### config.mk
export PLATFORM = sky130hd
export DESIGN_NAME = vend_dispense_ctrl
export DESIGN_NICKNAME = d
export VERILOG_FILES = /design/src/rtl/vend_dispense_ctrl.sv
export SDC_FILE = /design/constraint.sdc
export NUM_CORES = 1
export LEC_CHECK = 0
export CAP_MARGIN = 20
export CORE_MARGIN = 1.5
export CORE_UTILIZATION = 55
export DETAILED_ROUTE_END_ITERATION = 16
export PLACE_DENSITY = 0.75
export SLEW_MARGIN = 40
export SYNTH_ARGS = -nofsm -noshare
export SYNTH_HDL_FRONTEND = slang
export SYNTH_SLANG_ARGS = --single-unit
### constraint.sdc
create_clock -name clk -period 8 [get_ports clk]
set_clock_uncertainty 0.1 [all_clocks]
set_input_delay 2 -clock clk [delete_from_list [all_inputs] [get_ports clk]]
set_output_delay 2 -clock clk [all_outputs]
set_load 0.01 [all_outputs]
### src/rtl/vend_dispense_ctrl.sv
// Vending transaction sequencer: selection, coin credit, motor dispense with jam
// timeout, buzzer timing, change/refund pulses and a runtime price table.
module vend_dispense_ctrl #(
  parameter int unsigned         CREDIT_W      = 8,
  parameter logic [CREDIT_W-1:0] DEFAULT_PRICE = CREDIT_W'(25),
  parameter int unsigned         MOTOR_TIMEOUT = 1000,
  parameter int unsigned         BUZZ_CYCLES   = 50
) (
  input  logic                clk,
  input  logic                reset,
  input  logic                start,
  input  logic                sel_valid,
  input  logic [1:0]          sel_code,
  input  logic                coin_valid,
  input  logic [CREDIT_W-1:0] coin_value,
  input  logic                cancel,
  input  logic                ir_sensor,
  input  logic                cfg_we,
  input  logic [1:0]          cfg_addr,
  input  logic [CREDIT_W-1:0] cfg_data,
  output logic [2:0]          state_o,
  output logic                red_led,
  output logic [2:0]          green_leds,
  output logic [3:0]          motor_en,
  output logic                buzzer,
  output logic                change_valid,
  output logic [CREDIT_W-1:0] change_amount,
  output logic                jam,
  output logic                busy
);

  localparam int unsigned TIMER_MAX = (MOTOR_TIMEOUT > BUZZ_CYCLES) ? MOTOR_TIMEOUT : BUZZ_CYCLES;
  localparam int unsigned TIMER_W   = $clog2(TIMER_MAX) + 1;
  localparam logic [TIMER_W-1:0] MOTOR_LAST = TIMER_W'(MOTOR_TIMEOUT - 1);
  localparam logic [TIMER_W-1:0] BUZZ_LAST  = TIMER_W'(BUZZ_CYCLES - 1);

  typedef enum logic [2:0] {
    S_IDLE     = 3'd0,
    S_SELECT   = 3'd1,
    S_PAYMENT  = 3'd2,
    S_DISPENSE = 3'd3,
    S_COMPLETE = 3'd4,
    S_REFUND   = 3'd5
  } state_t;

  state_t              state_q, state_d;
  logic [CREDIT_W-1:0] credit_q, credit_d;
  logic [CREDIT_W-1:0] price_q, price_d;
  logic [1:0]          slot_q, slot_d;
  logic [TIMER_W-1:0]  timer_q, timer_d;
  logic [CREDIT_W-1:0] price_reg_q [4];
  logic [CREDIT_W-1:0] price_reg_d [4];
  logic                change_valid_q, change_valid_d;
  logic [CREDIT_W-1:0] change_amount_q, change_amount_d;
  logic                jam_q, jam_d;

  logic [CREDIT_W:0]   coin_sum_c;
  logic [CREDIT_W-1:0] credit_sat_c;
  logic [CREDIT_W-1:0] change_c;

  // Saturating credit add and change due against the snapshot price
  assign coin_sum_c   = {1'b0, credit_q} + {1'b0, coin_value};
  assign credit_sat_c = coin_sum_c[CREDIT_W] ? '1 : coin_sum_c[CREDIT_W-1:0];
  assign change_c     = credit_q - price_q;

  always_ff @(posedge clk or posedge reset) begin
    if (reset) begin
      state_q         <= S_IDLE;
      credit_q        <= '0;
      price_q         <= '0;
      slot_q          <= '0;
      timer_q         <= '0;
      change_valid_q  <= 1'b0;
      change_amount_q <= '0;
      jam_q           <= 1'b0;
      for (int i = 0; i < 4; i++) price_reg_q[i] <= DEFAULT_PRICE;
    end else begin
      state_q         <= state_d;
      credit_q        <= credit_d;
      price_q         <= price_d;
      slot_q          <= slot_d;
      timer_q         <= timer_d;
      change_valid_q  <= change_valid_d;
      change_amount_q <= change_amount_d;
      jam_q           <= jam_d;
      for (int i = 0; i < 4; i++) price_reg_q[i] <= price_reg_d[i];
    end
  end

  always_comb begin
    state_d         = state_q;
    credit_d        = credit_q;
    price_d         = price_q;
    slot_d          = slot_q;
    timer_d         = timer_q;
    change_valid_d  = 1'b0;
    change_amount_d = '0;
    jam_d           = 1'b0;
    for (int i = 0; i < 4; i++) price_reg_d[i] = price_reg_q[i];
    if (cfg_we) price_reg_d[cfg_addr] = cfg_data;

    case (state_q)
      S_IDLE: begin
        credit_d = '0;
        timer_d  = '0;
        if (start) state_d = S_SELECT;
      end
      S_SELECT: begin
        if (cancel) begin
          state_d = S_IDLE;
        end else if (sel_valid) begin
          slot_d  = sel_code;
          price_d = price_reg_q[sel_code];
          state_d = S_PAYMENT;
        end
      end
      S_PAYMENT: begin
        if (coin_valid) credit_d = credit_sat_c;
        // Refund reports the credit including a coin landing with cancel
        if (cancel) begin
          state_d         = S_REFUND;
          change_valid_d  = (credit_d != '0);
          change_amount_d = credit_d;
        end else if (credit_q >= price_q) begin
          state_d = S_DISPENSE;
          timer_d = '0;
        end
      end
      S_DISPENSE: begin
        timer_d = timer_q + TIMER_W'(1);
        if (ir_sensor) begin
          state_d         = S_COMPLETE;
          timer_d         = '0;
          change_valid_d  = (change_c != '0);
          change_amount_d = change_c;
        end else if (timer_q == MOTOR_LAST) begin
          state_d         = S_REFUND;
          jam_d           = 1'b1;
          change_valid_d  = (credit_q != '0);
          change_amount_d = credit_q;
        end
      end
      S_COMPLETE: begin
        timer_d = timer_q + TIMER_W'(1);
        if (timer_q == BUZZ_LAST) state_d = S_IDLE;
      end
      S_REFUND: state_d = S_IDLE;
      default:  state_d = S_IDLE;
    endcase
  end

  assign state_o       = state_q;
  assign red_led       = (state_q == S_IDLE);
  assign green_leds    = (state_q == S_SELECT)  ? 3'b111 :
                         (state_q == S_PAYMENT) ? 3'b011 : 3'b000;
  assign motor_en      = (state_q == S_DISPENSE) ? (4'b0001 << slot_q) : 4'b0000;
  assign buzzer        = (state_q == S_COMPLETE);
  assign busy          = (state_q != S_IDLE);
  assign change_valid  = change_valid_q;
  assign change_amount = change_amount_q;
  assign jam           = jam_q;

endmodule

==> summary.md, run 1 <==
| Metric | Value |
|---|---|
| Synthesis-to-layout area growth | `20.9%` |
| Fmax | `231 MHz` |
| Clock Sinks | `74` |
| Via Count | `~3200` |
| Post-route DRC | `0` |
| CP max FO | `3` |
| Final hold vios | `0` |
| Maximum vdd drop | `~0.18 mV` |
| Ys flop type | `dfrtp_1` |
| Post-route minimum period | `4.32 ns` |
| Ys async rst share | `100%` |
| Num ports | `51` |
| CTS tree | `built` |
| Core area | `7330 µm²` |
| Top cell type's share of synthesized area | `37.0%` |
| Sequential cell area | `1870 µm²` |
| Final period util | `a little over half` |
| Unique cell type count in the Yosys netlist | `between 60 and 70` |
| Number of synthesized flops with an enable pin | `0` |
| 1st-iter DRT viols | `139` |
| Switching share of total power | `37.3%` |
| Number of buffers added on ports | `50` |
| Synthesized area | `around 4200 µm²` |
| Mapped Avg Cell Area | `roughly 11 µm²` |
| Layout Utilization | `69.1%` |
| Pin count of the biggest net entering global routing | `75` |
| # diodes | `0` |
| Routed wire length | `9.33 mm` |
| Routed wire per std cell | `17.3 µm` |
| CTS root buf | `clkbuf_8` |
| Die Ht | `90.3 µm` |
| Comb pwr share | `a little under half` |
| Setup TNS Final | `0 ns` |
| Post-synth net total | `roughly 430` |
| Final Worst Setup Slack | `3.68 ns` |
| DRT Pass-1 Iters | `6` |
| Area taken by multi-input logic gates | `~2200 µm²` |
| Clock power frac | `21.9%` |
| Die width | `90.3 µm` |
| Psw | `668 µW` |
| Setup violators final | `0` |
| Internal cell power | `1120 µW` |
| Sequential area share after synthesis | `between 40 and 50%` |
| Critical register-to-register path startpoint | `credit_q[0]$_DFFE_PP0P_` |
| CP Launch Point | `coin_value[0]` |
| Actual slew at the worst max-slew pin | `0.787 ns` |
| Clk buf depth | `2` |
| Synth Instances | `384` |
| # nets final | `484` |
| Synth top cells by count | `62 x dfrtp_1, 33 x mux2_2, 29 x nor2_1` |
| Initial core utilization | `a little under three fifths` |
| RSZ-0062 raised after global routing | `no` |
| Share of cells above drive strength 1 | `18.1%` |
| Synth top area cells | `dfrtp_1 37%, mux2_2 8.9%, dfstp_2 7.5%` |
| Post-place setup slack | `roughly 3.3 ns` |
| DR vias/cell | `5.97` |
| Global-route wire length before repair | `15.7 mm` |
| Reg power frac | `between 30% and 40%` |
| H-Tree Depth | `3` |
| Yosys reg bits | `74` |
| Critical Path RT | `~8 ns` |
| Setup bufs post-CTS | `0` |
| Die Footprint | `8150 µm²` |
| Critical Setup Path Class | `primary input to register` |
| Hpwl dp | `6.84 mm` |
| Hold_ws | `0.395 ns` |
| GRT overflow | `0` |
| Worst skew pair latency | `0.35 ns` |
| Power per cell area | `353 nW/µm²` |
| HP Start | `price_q[7]$_DFFE_PP0P_` |
| Status | `finished, final reports clean` |
| All-Layer GR Usage | `between 20% and 30%` |
| Pleak | `0.00217 µW` |
| Yosys warns | `0` |
| Final ANT Viol Nets | `0` |
| Most frequent cell after synthesis | `dfrtp_1` |
| CTS Buf Count | `9` |
| Hold/Removal Path Class | `register to register` |
| CP Data Arrival Time | `4.45 ns` |
| Reg clk slew, reported paths | `0.08 ns` |
| Gpl congestion | `around 0.9` |
| Initial antenna violation count | `0` |
| CP Capture Type | `register` |
| Vias in the first global route | `3271` |
| CP startpoint kind | `primary input` |
| PostCTS Resize Cnt | `0` |
| Fillers | `550` |
| Max-slew violation count | `0` |
| CTS hold repair buffers | `0` |
| Max Cap Viol | `0` |
| Row Count | `31` |
| Yosys top cell by area | `dfrtp_1` |
| Slew Limit Headroom | `roughly 47%` |
## placed cells by master (no fill, tap or decap), types with 2 or more instances in the layout
cell type / count
o211ai_1: 4
clkbuf_8: 10
dfrtp_1: 62
and2_1: 6
a22o_1: 3
mux2i_1: 2
o31ai_1: 4
nor2_1: 29
a21o_1: 2
a21oi_1: 15
dfstp_2: 12
o21ai_1: 15
clkinv_4: 2
fa_1: 2
mux2_2: 33
mux2_1: 10
mux4_2: 8
bufinv_16: 4
or2_1: 2
xnor2_1: 5
nor3b_1: 3
ha_1: 18
xor2_1: 8
nand3b_1: 4
nand2_1: 27
o221ai_1: 4
inv_1: 15
nor3_1: 5
nand2b_1: 9
nand3_1: 9
a22oi_1: 2
nand4_1: 3
o21ai_0: 10
nor4_1: 5
o22ai_1: 7
clkdlybuf4s50_1: 50
and3_1: 4
mux2_4: 2
## registers in the layout (all words and copies together), names as in the netlist
register       cells
change_amount      8
credit_q           8
slot_q             2
timer_q           11
price_reg_q       32
price_q            8
change_valid       1
jam                1
state_o            3
## critical path: stages
cell and delay (ns):
clkdlybuf4s50_1 0.41, ha_1 0.24, fa_1 0.41, a21oi_1 0.20
nor2_1 0.07, a311oi_1 0.39, mux2i_1 0.23, a21oi_1 0.12
o41ai_1 0.25, nand4_1 0.12
## final cells by class
type / instances / share of cell area (%)
well taps: 99 / 2.44
clock buffers: 10 / 2.72
repair buffers: 52 / 10.2
inverters: 16 / 1.18
flip-flops and latches: 74 / 36.8
multi-input cells: 283 / 43.9
clock inverters: 6 / 2.72
## power groups by stage
stage | sequential [µW] | clock, µW | combinational [µW]
after floorplan | 549 | 0 | 598
after detailed placement | 582 | 0 | 819
after global routing | 594 | 414 | 905
after CTS | 575 | 399 | 827
after global placement | 576 | 0 | 799
final | 576 | 392 | 824
## per-layer routing
layer | GRT usage, % | part of all wire [%] | vias to the layer above
met2 | 42.0 | 50 | 78
met3 | 4.63 | 3.1 | 16
li1 | - | - | 1526
met1 | 30.5 | 45 | 1602
met5 | 0 | 0 | -
met4 | 9.52 | 1.7 | 0
## cell families after synthesis
| kind of cell | synth area share [%] |
|---|---|
| AOI/OAI and AO/OA | 12.7 |
| xor gates and xnor gates | 2.72 |
| adders and majority gates | 6.33 |
| buffers and inverters | 2.57 |
| DFF | 44.5 |
| muxes | 17.0 |
| and+or+nand+nor | 14.1 |
## through the flow
stage          instances  area (µm²)  total power (µW)
3_5_place_dp         524        4790              1400
3_3_place_gp         524        4780              1380
5_1_grt              540        5070              1910
2_1_floorplan        384        4190              1150
6_report             540        5070              1790
4_1_cts              540        5060              1800
## path summary, 6_finish.rpt
kind	endpoint	slack, ns	depth (start not counted)
setup / recovery	change_valid$_DFF_PP0_	3.68	10
hold / removal	price_q[7]$_DFFE_PP0P_	0.39	1
setup reg to reg	state_o[1]$_DFFE_PP0P_	5.02	10
hold reg to reg	price_q[7]$_DFFE_PP0P_	0.39	1
max in group asynchronous	credit_q[2]$_DFFE_PP0P_	5.32	3
min in group asynchronous	timer_q[2]$_DFFE_PP0P_	2.03	3
Power figures use the tool's default switching activity.
==> run 2: changes to the inputs <==
==> constraint.sdc (replaced) <==
create_clock -name clk -period 4.4 [get_ports clk]
set_clock_uncertainty 0.1 [all_clocks]
set_input_delay 1.1 -clock clk [delete_from_list [all_inputs] [get_ports clk]]
set_output_delay 1.1 -clock clk [all_outputs]
set_load 0.01 [all_outputs]
==> run 2 against run 1 <==
Against the previous run: non-clock buffer count unchanged; largest cell class unchanged; sequential cell count unchanged; register-to-register slack got worse by 3.6 ns; largest power group unchanged; worst setup slack got worse by 2.7 ns.
==> summary.md, run 2 (same netlist as run 1, synthesis figures left out) <==
| Metric | Value |
|---|---|
| Most frequent cells in the layout | `62 x dfrtp_1, 50 x clkdlybuf4s50_1, 33 x mux2_2` |
| Status | `finished, final reports clean` |
| Hold EP | `price_q[6]$_DFFE_PP0P_` |
| Critical register-to-register path startpoint | `credit_q[0]$_DFFE_PP0P_` |
| Post-route minimum period | `between 3 and 4 ns` |
| WP buf/inv | `1` |
| Num ports | `51` |
| CP dominant cell by count | `a21oi_1` |
| Worst skew pair latency | `0.35 ns` |
| Share of cells above drive strength 1 | `between 10% and 20%` |
| Sequential cell area | `1870 µm²` |
| CP Data Arrival Time | `3.56 ns` |
| DRT Pass-1 Iters | `4` |
| Number of buffers added on ports | `50` |
| Global-route wire length before repair | `15.1 mm` |
| 1st-iter DRT viols | `roughly 120` |
| Final period util | `78.1%` |
| Fillers | `545` |
| Comb pwr share | `48.4%` |
| CP peak stage delay | `0.41 ns` |
| Maximum vdd drop | `0.238 mV` |
| Vias in the first global route | `3161` |
| Max Cap Viol | `0` |
| Most common cell after layout, fill and taps aside | `dfrtp_1` |
| Crit-path leading delay family | `compound AO/OA/AOI/OAI gates` |
| CTS root buf | `clkbuf_8` |
| Pleak | `0.00213 µW` |
| Internal cell power | `approximately 1900 µW` |
| Gpl congestion | `0.897` |
| H-Tree Depth | `3` |
| Clock power frac | `17.7%` |
| Setup TNS Final | `0 ns` |
| Hold_ws | `0.391 ns` |
| Reg with most FFs | `price_reg_q` |
| R2R setup slack | `1.42 ns` |
| Post-place setup slack | `0.600 ns` |
| Post-route DRC | `0` |
| Fmax | `291 MHz` |
| Layout Utilization | `68.2%` |
| Pin count of the biggest net entering global routing | `75` |
| Clock Sinks | `74` |
| CTS hold repair buffers | `0` |
| Hpwl dp | `6.46 mm` |
| Area taken by multi-input logic gates | `2220 µm²` |
| Switching share of total power | `39.3%` |
| Psw | `1210 µW` |
| Final ANT Viol Nets | `0` |
| Flip-flop count of the largest register after layout | `32` |
| Crit-path slowest cell | `fa_1` |
| HP Start | `price_q[6]$_DFFE_PP0P_` |
| Worst r2r dst | `state_o[0]$_DFFE_PP0P_` |
| CTS Buf Count | `9` |
| Max-slew violation count | `0` |
| Initial core utilization | `57.2%` |
| Leading registers by flop count | `price_reg_q x32, timer_q x11` |
| Critical Path RT | `~4.5 ns` |
| Initial antenna violation count | `0` |
| Row Count | `31` |
| Via Count | `about 3100` |
| Core area | `7330 µm²` |
| All-Layer GR Usage | `23.5%` |
| Routed wire per std cell | `16.6 µm` |
| Critical Setup Path Class | `primary input to register` |
| Synthesis-to-layout area growth | `19.3%` |
| Die Ht | `90.3 µm` |
| GRT overflow | `0` |
| Reg clk slew, reported paths | `0.07 ns` |
| CP startpoint kind | `primary input` |
| Slew Limit Headroom | `47.9%` |
| Die Footprint | `8150 µm²` |
| Hold path depth | `1` |
| # diodes | `0` |
| Reg power frac | `33.9%` |
| Final hold vios | `0` |
| Die width | `approximately 90 µm` |
| FF-to-FF path depth | `10` |
| CP cell instances | `clkdlybuf4s50_1 > ha_1 > fa_1 > a21oi_1 > nor2_1 > a311oi_1 > mux2i_1 > a21oi_1 > o41ai_1 > nand4_1` |
| CTS tree | `built` |
| # nets final | `484` |
| Hold/Removal Path Class | `register to register` |
| Final Worst Setup Slack | `~0.96 ns` |
| Setup bufs post-CTS | `0` |
| DR vias/cell | `5.81` |
| Routed wire length | `8.96 mm` |
| RSZ-0062 raised after global routing | `no` |
| Power per cell area | `616 nW/µm²` |
| CP Capture Type | `register` |
| Actual slew at the worst max-slew pin | `slightly below 0.8 ns` |
| PostCTS Resize Cnt | `0` |
| Setup violators final | `0` |
| CP max FO | `3` |
| Clk buf depth | `2` |
[run 2: power by group through the flow]
stage / logic [µW] / clock network, µW / registers, µW
6_report: 1490 / 544 / 1040
5_1_grt: 1650 / 583 / 1070
4_1_cts: 1500 / 556 / 1040
3_5_place_dp: 1480 / 0 / 1060
3_3_place_gp: 1450 / 0 / 1050
2_1_floorplan: 1090 / 0 / 998
[run 2: cell type report]
| cell class | instances | area share [%] |
|---|---|---|
| Clock inverter | 6 | 1.30 |
| Timing Repair Buffer | 52 | 10.6 |
| Multi-Input combinational cell | 283 | 44.4 |
| Clock buffer | 10 | 2.75 |
| Tap cell | 99 | 2.48 |
| Inverter | 16 | 1.20 |
| Sequential cell | 74 | 37.3 |
[run 2: per-stage QoR]
| stage | total power [µW] | std cells | instance area, µm² |
|---|---|---|---|
| floorplan | 2090 | 384 | 4190 |
| global placement | 2500 | 524 | 4800 |
| detailed placement | 2540 | 524 | 4800 |
| CTS | 3100 | 540 | 5000 |
| global route | 3310 | 540 | 5000 |
| finish | 3080 | 540 | 5000 |
[run 2: routing by layer]
metal  share of wire, %  global-route usage [%]  up-vias  wire length [µm]
li1                   -                       -     1511                 -
met1                 46                    31.6     1536              4090
met2                 48                    37.8       83              4280
met3                5.3                    5.39       10               473
met4                1.4                    7.94        0               125
met5                  0                       0        -                 0
[run 2: how the worst max path moves through the flow]
stage	start	end	slack, ns	cells past startpoint
after floorplan	coin_value[0]	change_valid$_DFF_PP0_	1.24	9
after global placement	coin_value[0]	change_valid$_DFF_PP0_	0.66	10
after detailed placement	coin_value[0]	change_valid$_DFF_PP0_	0.60	10
after CTS	coin_value[0]	change_valid$_DFF_PP0_	0.96	10
after global routing	coin_value[0]	change_valid$_DFF_PP0_	0.75	10
final	coin_value[0]	change_valid$_DFF_PP0_	0.96	10
==> run 3: changes to the inputs <==
==> constraint.sdc (replaced) <==
create_clock -name clk -period 3.2 [get_ports clk]
set_clock_uncertainty 0.1 [all_clocks]
set_input_delay 0.8 -clock clk [delete_from_list [all_inputs] [get_ports clk]]
set_output_delay 0.8 -clock clk [all_outputs]
set_load 0.01 [all_outputs]
==> run 3 against run 2 <==
Against the previous run: sequential share of layout area decreased by 1.4 points; non-clock buffer count increased by 19; final cell count increased by 3.5%; sequential power increased by 38%; cell area increased by 4.0%; critical path type is now register to primary output.
==> summary.md, run 3 (same netlist as run 1, synthesis figures left out) <==
| Metric | Value |
|---|---|
| Status | `finished, final reports clean` |
| Setup bufs post-CTS | `0` |
| Final ANT Viol Nets | `0` |
| Hold/Removal Path Class | `register to register` |
| Die width | `90.3 µm` |
| Final period util | `96.5%` |
| Worst skew pair latency | `0.35 ns` |
| CP max FO | `14` |
| Clock Sinks | `74` |
| CTS root buf | `clkbuf_8` |
| H-Tree Depth | `3` |
| Final Power | `4430 µW` |
| Slew Limit Headroom | `40.2%` |
| Pin count of the biggest net entering global routing | `75` |
| Final Cell Area | `5200 µm²` |
| DRT Pass-1 Iters | `4` |
| Via Count | `3255` |
| Post-route DRC | `0` |
| Gpl congestion | `0.859` |
| Crit-path leading delay family | `simple AND/OR/NAND/NOR gates` |
| Number of buffers added on ports | `50` |
| CP cell instances | `and3b_1 > nand2_1 > nor2_1 > clkdlybuf4s50_1` |
| Flip-flop count of the largest register after layout | `32` |
| Switching share of total power | `~40%` |
| Maximum vdd drop | `0.361 mV` |
| All-Layer GR Usage | `23.4%` |
| Initial core utilization | `between 50% and 60%` |
| Hpwl dp | `roughly 6.7 mm` |
| Finished Layout Cells | `559` |
| CP Data Arrival Time | `~2.2 ns` |
| Critical Path RT | `2.30 ns` |
| Routed wire per std cell | `about 16 µm` |
| Most common cell after layout, fill and taps aside | `dfrtp_1` |
| R2R setup slack | `0.18 ns` |
| Setup TNS Final | `0 ns` |
| Post-route minimum period | `slightly above 3 ns` |
| CP startpoint kind | `register` |
| Clock power frac | `between 10% and 20%` |
| # diodes | `0` |
| Initial antenna violation count | `0` |
| Actual slew at the worst max-slew pin | `about 0.9 ns` |
| Num ports | `slightly above 50` |
| Psw | `1760 µW` |
| Die Footprint | `8150 µm²` |
| CTS tree | `built` |
| RSZ-0062 raised after global routing | `no` |
| Crit-path slowest cell | `dfrtp_1` |
| Global-route wire length before repair | `15.3 mm` |
| Dpl cell area | `about 4900 µm²` |
| Reg with most FFs | `price_reg_q` |
| # nets final | `503` |
| Leading registers by flop count | `price_reg_q x32, timer_q x11` |
| Fillers | `approximately 520` |
| CTS hold repair buffers | `0` |
| Die Ht | `90.3 µm` |
| Row Count | `31` |
| Setup violators final | `0` |
| Internal cell power | `approximately 2700 µW` |
| GRT overflow | `0` |
| CP Capture Type | `primary output` |
| 1st-iter DRT viols | `193` |
| WP buf/inv | `1` |
| Max-slew violation count | `0` |
| Comb pwr share | `just over 50%` |
| Pleak | `0.00224 µW` |
| Max Cap Viol | `0` |
| Synthesis-to-layout area growth | `24.0%` |
| DR vias/cell | `5.82` |
| Clk buf depth | `2` |
| Reg clk slew, reported paths | `0.09 ns` |
| CP peak stage delay | `between 0.6 and 0.7 ns` |
| Reg power frac | `around 33%` |
| Critical Setup Path Class | `register to primary output` |
| Fmax | `between 300 and 400 MHz` |
| Vias in the first global route | `3227` |
| Cells after DPL | `543` |
| CTS Buf Count | `9` |
| Share of cells above drive strength 1 | `23.5%` |
| Final hold vios | `0` |
| Routed wire length | `9.20 mm` |
| Power per cell area | `852 nW/µm²` |
| Core area | `7330 µm²` |
| Most frequent cells in the layout | `62 x dfrtp_1, 50 x clkdlybuf4s50_1, 33 x mux2_2` |
[run 3: final timing paths]
path	start	end	cells past startpoint
worst min-delay path	price_q[2]$_DFFE_PP0P_	price_q[2]$_DFFE_PP0P_	1
min in group asynchronous	reset	timer_q[8]$_DFFE_PP0P_	3
worst min register to register	price_q[2]$_DFFE_PP0P_	price_q[2]$_DFFE_PP0P_	1
max in group asynchronous	reset	price_reg_q[8]$_DFFE_PP1P_	3
worst max register to register	credit_q[0]$_DFFE_PP0P_	state_o[1]$_DFFE_PP0P_	10
worst max-delay path	state_o[0]$_DFFE_PP0P_	motor_en[2]	4
[run 3: worst register-to-register path: stages, from the launching register on]
cell and delay, ns:
dfrtp_1 0.45, inv_1 0.10, ha_1 0.24, fa_1 0.40, nand2b_1 0.16, a21oi_1 0.28
o211ai_1 0.18, a21boi_2 0.24, o21ai_1 0.11, a211o_1 0.36, mux2_4 0.31
[run 3: cell type report]
class                   instances  area, µm²  share of cell area (%)
well taps                      99        124                    2.38
repair buffers                 71        671                    12.9
clock buffers                   9        124                    2.38
multi-input cells             283       2280                    43.8
inverters                      16       60.1                    1.16
clock inverters                 7       76.3                    1.47
flip-flops and latches         74       1870                    35.9
[run 3: per-layer routing]
metal | track usage, % | vias up | wire length, µm
li1 | - | 1552 | -
met1 | 31.7 | 1595 | 4190
met2 | 38.7 | 91 | 4510
met3 | 3.45 | 17 | 335
met4 | 8.20 | 0 | 155
met5 | 0 | - | 0
[run 3: repair_timing]
action                                  in CTS  in global routing
endpoints found under the setup margin       0                  1
endpoints found under the hold margin        0                  0
resized for setup                            0                  8
[run 3: metrics by stage]
step,util [%],setup slack (ns),hold WS (ns)
after global routing,70.9,0.0134,0.411
after detailed placement,67.4,-0.222,0.381
after floorplan,-,0.344,0.364
after global placement,67.4,-0.172,0.373
final,70.9,0.113,0.393
after CTS,70.2,0.132,0.398
[run 3: power groups by stage]
stage               clock (µW)  sequential (µW)  combinational [µW]
floorplan                    0             1370                1500
global placement             0             1430                2110
detailed placement           0             1450                2160
CTS                        750             1430                2180
global route               786             1480                2470
finish                     737             1440                2260
